$ cat config.mk
export PLATFORM = sky130hd
export DESIGN_NAME = dff_pipe
export DESIGN_NICKNAME = d
export VERILOG_FILES = /design/src/rtl/dff_pkg.sv /design/src/rtl/dff_pipe_stage.sv /design/src/rtl/dff_pipe.sv
export SDC_FILE = /design/constraint.sdc
export NUM_CORES = 1
export LEC_CHECK = 0
export ABC_AREA = 1
export BUFFER_PORTS_ARGS = -buffer_cell sky130_fd_sc_hd__buf_2
export CAP_MARGIN = 25
export CORE_MARGIN = 2
export CORE_UTILIZATION = 35
export CTS_CLUSTER_SIZE = 8
export DETAILED_ROUTE_END_ITERATION = 6
export HOLD_SLACK_MARGIN = 0.08
export PLACE_DENSITY = 0.64
export SYNTH_ARGS = -nofsm -noshare
export SYNTH_HDL_FRONTEND = slang
export SYNTH_SLANG_ARGS = --single-unit
export TNS_END_PERCENT = 10
$ cat constraint.sdc
create_clock -name i_clk -period 1.9 [get_ports i_clk]
set_clock_uncertainty 0.15 [all_clocks]
set_input_delay 0.475 -clock i_clk [delete_from_list [all_inputs] [get_ports i_clk]]
set_output_delay 0.475 -clock i_clk [all_outputs]
set_load 0.005 [all_outputs]
$ cat src/rtl/dff_pkg.sv
// Shared defaults for the elastic register pipeline (dff_pipe and its stages).
package dff_pkg;
  localparam int DFF_BW_DATA = 32;
  localparam int DFF_DEPTH   = 4;
  localparam int DFF_RST_VAL = 0;
endpackage

$ cat src/rtl/dff_pipe_stage.sv
// One pipeline stage: a valid flop plus BW_DATA data flops sharing a load enable.
module dff_pipe_stage #(
  parameter int                 BW_DATA = 32,
  parameter logic [BW_DATA-1:0] RST_VAL = '0
) (
  input  logic               i_clk,
  input  logic               i_rstn,
  input  logic [BW_DATA-1:0] i_d,
  input  logic               i_valid,
  input  logic               i_ld,
  output logic [BW_DATA-1:0] o_q,
  output logic               o_valid
);

  always_ff @(posedge i_clk or negedge i_rstn) begin
    if (!i_rstn)   o_valid <= 1'b0;
    else if (i_ld) o_valid <= i_valid;
  end

  // Data only moves with a valid word; a bubble leaves the stale value in place.
  always_ff @(posedge i_clk or negedge i_rstn) begin
    if (!i_rstn)               o_q <= RST_VAL;
    else if (i_ld && i_valid)  o_q <= i_d;
  end

endmodule

$ cat src/rtl/dff_pipe.sv
// Elastic valid/ready register pipeline of DEPTH stages with collapsing bubbles.
// Optional synchronous flush port i_sclr when DFF_PIPE_SCLR_EN is defined.
module dff_pipe
  import dff_pkg::*;
#(
  parameter int                 BW_DATA = DFF_BW_DATA,
  parameter int                 DEPTH   = DFF_DEPTH,
  parameter logic [BW_DATA-1:0] RST_VAL = BW_DATA'(DFF_RST_VAL)
) (
  input  logic               i_clk,
  input  logic               i_rstn,
  input  logic [BW_DATA-1:0] i_d,
  input  logic               i_valid,
  output logic               o_ready,
  output logic [BW_DATA-1:0] o_q,
  output logic               o_valid,
`ifdef DFF_PIPE_SCLR_EN
  input  logic               i_sclr,
`endif
  input  logic               i_ready
);

  logic [DEPTH-1:0]              v, rdy, st_ld, st_v, src_v;
  logic [DEPTH-1:0][BW_DATA-1:0] d, src_d;

  // Ready ripples from the output back to the input in one combinational pass.
  always_comb begin
    rdy          = '0;
    rdy[DEPTH-1] = ~v[DEPTH-1] | i_ready;
    for (int k = DEPTH-2; k >= 0; k--)
      rdy[k] = ~v[k] | rdy[k+1];
  end

  assign src_v[0] = i_valid;
  assign src_d[0] = i_d;

  for (genvar k = 0; k < DEPTH; k++) begin : g_stage
    if (k > 0) begin : g_src
      assign src_v[k] = v[k-1];
      assign src_d[k] = d[k-1];
    end

`ifdef DFF_PIPE_SCLR_EN
    // Flush forces every stage to load an empty slot; data flops stay untouched.
    assign st_ld[k] = rdy[k] | i_sclr;
    assign st_v[k]  = src_v[k] & ~i_sclr;
`else
    assign st_ld[k] = rdy[k];
    assign st_v[k]  = src_v[k];
`endif

    dff_pipe_stage #(
      .BW_DATA (BW_DATA),
      .RST_VAL (RST_VAL)
    ) u_stage (
      .i_clk   (i_clk),
      .i_rstn  (i_rstn),
      .i_d     (src_d[k]),
      .i_valid (st_v[k]),
      .i_ld    (st_ld[k]),
      .o_q     (d[k]),
      .o_valid (v[k])
    );
  end

  assign o_ready = rdy[0];
  assign o_q     = d[DEPTH-1];
  assign o_valid = v[DEPTH-1];

endmodule
### Yosys cells after proc, flatten, opt, wreduce, memory -nomap -nowiden

Cells that the tools add are included.

| storage, ports and cells | value |
|---|---|
| flip-flop bits (word level) | 132 |
| input port bits | 36 |
| output and inout bits | 34 |
| word-level logic and storage cells | 20 |

| operators by class | value |
|---|---|
| bitwise gates (word level) | 8 |
| reduce and logical (&&, ||, !) cells | 4 |

Operator list:

| kind | number |
|---|---|
| 1-bit logical AND | 4 |
| 1-bit inverter | 4 |
| 1-bit bitwise OR | 4 |

### Depth between registers and ports, before layout

| depth | value |
|---|---|
| word-level depth | 6 |
| gate-level depth with buffers | 8 |
| mapped depth without buffers | 6 |

### Hierarchy

From an unflattened synthesis, not the netlist that was laid out.

| unflattened totals | value |
|---|---|
| cells, all modules | 578 |
| area, all modules | 5604.1 um^2 |

Modules (own cells, without submodules):

| module | instances | cells each | area an instance (um^2) | seq. area each (um^2) |
|---|---|---|---|---|
| dff_pipe_stage | 4 | 143 | 1393.8 | 825.8 |
| dff_pipe | 1 | 6 | 28.8 | 0.0 |

### Least setup slack after synthesis

OpenSTA, ideal clock, no wires.

| timing path | value |
|---|---|
| path kind | input to output |
| start point | in i_ready |
| end point | out o_ready |
| data arrival time | 964 ps |
| required time | 1275 ps |
| setup slack | 311 ps |
| stages | 3 |
| path buffers | 1 |
| path through | nor2_4 -> nand4_4 -> buf_2 |

| between the ends | value |
|---|---|
| word-level cells in the longest chain between the ends | 4 |

RTL lines:

| element | RTL line | RTL |
|---|---|---|
| from (decl) | dff_pipe.sv:20 | `input logic i_ready` |
| 1-bit bitwise OR | dff_pipe.sv:29 | `rdy[DEPTH-1] = ~v[DEPTH-1] \| i_ready;` |
| 1-bit bitwise OR (3 in a row) | dff_pipe.sv:31 | `rdy[k] = ~v[k] \| rdy[k+1];` |
| to (decl) | dff_pipe.sv:14 | `output logic o_ready,` |

Every way passes these cells.

### Worst setup path in the final report

| timing path | value |
|---|---|
| start point | reg g_stage[3].u_stage.o_valid |
| end point | out o_ready |

| between the ends | value |
|---|---|
| word-level cells in the longest chain between the ends | 5 |

RTL lines:

| element | RTL line | RTL |
|---|---|---|
| from (decl) | dff_pipe_stage.sv:12 | `output logic o_valid` |
| from (signal assigned) | dff_pipe_stage.sv:17 | `else if (i_ld) o_valid <= i_valid;` |
| 1-bit inverter | dff_pipe.sv:29 |  |
| 1-bit bitwise OR | dff_pipe.sv:29 |  |
| 1-bit bitwise OR (3 in a row) | dff_pipe.sv:31 |  |

Every way passes these cells.

==> impl_metrics.yaml <==
power:
  p_sw_share_pct: 30.7
  p_sw_mw: 3.14
  ir_drop_v: 0.000699
  leakage_nw: 3.31
  pwr-share-seq_pct: 42.4
  power_density_mw_per_mm2: 1620
  p_total_mw: 10.3
  clock_power_share_pct: 32.2
  pwr-share-comb_pct: 25.4
  p_int_mw: 7.11
clock_network:
  numCtsBuffers: 17
  clkSinkCount: 132
  cts_root_buffer: "clkbuf_16"
  cts_tree: "yes"
  cts.clk_slew.worst_paths_ns: 0.05
  worstSkewPairLatency_ns: 0.40
  htree_levels: 4
  cts.path.max_buffers: 2
die:
  die_x_um: 127
  die_area_mm2: 0.0162
  core-area_mm2: 0.0150
  std_cell_rows: 45
  die_h_um: 127
  ios: 70
  initial_core_util_pct: 35.4
grt:
  antenna_found_initial: 0
  grt_max_degree: 66
  grt_use_total_pct: 13.3
  grt_pass1_wl_mm: 17.2
  grt_overflow: 0
  grt_pass1_vias: 3563
synth:
  yosysSeqAreaShare_pct: 62.0
  syn-cell-area_mm2: 0.00533
  synth.distinct_cells: 17
  avgSynthCellArea_um2: 9.44
  yosys_register_bits: 132
  yosysWarnings: 0
  synth_nets: 600
  synth_cells: 564
final_layout:
  nets: 643
  layout_common_cells: "164 x nand2_1, 132 x dfrtp_1, 67 x buf_2"
  drive_above_1_share_pct: 20.6
  seq_area_mm2: 0.00330
  antenna_cells: 0
  layout_commonest_cell: "nand2_1"
  final.fill_count: 1409
  multi_input_area_mm2: 0.00145
  area_growth_pct: 19.1
min_path:
  hold_depth: 3
  whs_endpoint: "g_stage[0].u_stage.o_q[15]$_DFFE_PN0P_"
  min_from: "i_d[15]"
  hp-class: "input port to flip-flop"
routing:
  wl_met2_mm: 4.59
  drt-met1-wl_mm: 5.00
  drt_wl_total_mm: 10.1
  drc: 0
  drtIter0Drc: 167
  detail-route-antenna-nets: 0
  top_layer_used: "met4"
  avgViaCountPerCell: 4.50
  num_vias: 3633
  wl_met3_um: 405
  drtPass1Iterations: 5
  wl_per_cell_um: 12.5
worst_setup_path:
  crit_family: "flip-flops"
  cpMaxStageDelayCell: "dfrtp_1"
  cp_max_fo: 3
  cp-start-kind: "flip-flop"
  worstPathArrival_ns: 1.20
  endpoint_kind: "primary output"
  r2r-end: "g_stage[2].u_stage.o_q[31]$_DFFE_PN0P_"
  reg2reg_slack_ns: 0.31
  reg2reg_from: "g_stage[3].u_stage.o_valid$_DFFE_PN0P_"
  cp.buffers_inverters: 2
  critPathRequiredTime_ns: 1.27
  crit_chain: "inv_1 -> nor2_4 -> nand4_4 -> buf_4"
  crit_type: "flip-flop to primary output"
  cp_slowest_stage_delay_ns: 0.35
  worstRegToRegCells: 8
sta:
  min_period_over_period_pct: 95.8
  finalHoldViolCount: 0
  rsz0062_at_grt: "false"
  report.final.slew_viol_count: 0
  max_freq_ghz: 0.549
  worstMarginPinSlew_ns: 0.482
  slew-limit-headroom_pct: 67.9
  finalSetupViolCount: 0
  layout_min_cycle_time_ns: 1.82
  setup_tns_ns: 0
  fin_ws_ns: 0.0795
status:
  status: "complete, no violations"
placed_design:
  place_ws_ns: 0.152
  dp_hpwl_mm: 7.20
  place_congestion: 0.710
  portBuffers: 69
job:
  drv_cap: 0
## state kept, by name, summed over array words and instances, names as in the netlist
| name | flops |
|---|---|
| g_stage.u_stage.o_q | 128 |
| g_stage.u_stage.o_valid | 4 |
## worst max-delay path by stage
| stage | startpoint | to | slack (ns) | cells past startpoint |
|---|---|---|---|---|
| 5_1_grt | g_stage[3].u_stage.o_valid$_DFFE_PN0P_ | o_ready | 0.01 | 4 |
| 6_report | g_stage[3].u_stage.o_valid$_DFFE_PN0P_ | o_ready | 0.08 | 4 |
| 2_1_floorplan | i_ready | o_ready | 0.31 | 3 |
| 3_3_place_gp | i_ready | g_stage[0].u_stage.o_q[23]$_DFFE_PN0P_ | 0.21 | 8 |
| 4_1_cts | g_stage[3].u_stage.o_valid$_DFFE_PN0P_ | o_ready | 0.02 | 4 |
| 3_5_place_dp | i_ready | g_stage[0].u_stage.o_q[5]$_DFFE_PN0P_ | 0.15 | 8 |
## synth_stat cells
library cell,instances,share of area [%]
a21oi_1,32,3.0
buf_1,6,0.42
buf_2,8,0.75
buf_4,39,5.5
buf_6,6,1.3
clkbuf_1,7,0.49
dfrtp_1,132,62
inv_1,33,2.3
inv_2,1,0.070
nand2_1,166,12
nand2_2,3,0.35
nand3_1,64,6.0
nand3_2,1,0.19
nand4_4,1,0.40
nor2_1,32,2.3
nor2_4,1,0.21
o21ai_0,32,3.0
## power by group through the flow
stage | Clock, mW | Sequential [mW] | Combinational [mW]
finish | 3.30 | 4.35 | 2.60
global route | 3.49 | 4.50 | 3.02
CTS | 3.35 | 4.37 | 2.64
detailed placement | 0 | 4.40 | 2.60
global placement | 0 | 4.35 | 2.49
floorplan | 0 | 4.27 | 2.19
## layer usage
| layer | up-vias | GRT usage [%] |
|---|---|---|
| li1 | 1842 | - |
| met1 | 1703 | 18.7 |
| met2 | 80 | 19.9 |
| met5 | - | 0 |
| met3 | 8 | 3.56 |
| met4 | 0 | 4.59 |
## repair_timing
action / CTS / global route
gates cloned: 0 / 0
endpoints found under the setup margin: 1 / 1
resized for setup: 0 / 1
buffers inserted: 1 / 1
hold buffers: 1 / 0
pin swaps: 1 / 1
endpoints found under the hold margin: 29 / 0
## per-stage QoR
| step | instance area (µm²) | utilization, % | hold WS [ns] | std cells |
|---|---|---|---|---|
| after detailed placement | 5700 | 37.9 | 0.309 | 773 |
| after global routing | 6340 | 42.2 | 0.166 | 808 |
| after floorplan | 5330 | - | 0.0294 | 564 |
| after global placement | 5700 | 37.9 | 0.309 | 773 |
| final | 6340 | 42.2 | 0.156 | 808 |
| after CTS | 6330 | 42.1 | 0.147 | 807 |
## cell families after synthesis
group | synth area share (%)
and+or+nand+nor | 21.1
AOI/OAI and AO/OA | 6.01
DFF | 62.0
buffers and inverters | 10.8
## area by class of cell
cell class | count | area share [%]
inverter | 34 | 2.01
sequential | 132 | 52.1
timing repair buffer | 90 | 9.63
clock inverter | 9 | 1.97
tap | 188 | 3.71
clock buffer | 23 | 7.70
multi-input combinational | 332 | 22.9
## worst register-to-register path, stage by stage, from the launching register on
cell	delay, ns
dfrtp_1	0.35
inv_1	0.07
nor2_4	0.11
buf_4	0.15
nand2_2	0.06
nand2_2	0.23
buf_12	0.21
nor2_1	0.06
a21oi_1	0.12
Note: power is estimated with default switching activity, not from simulation.
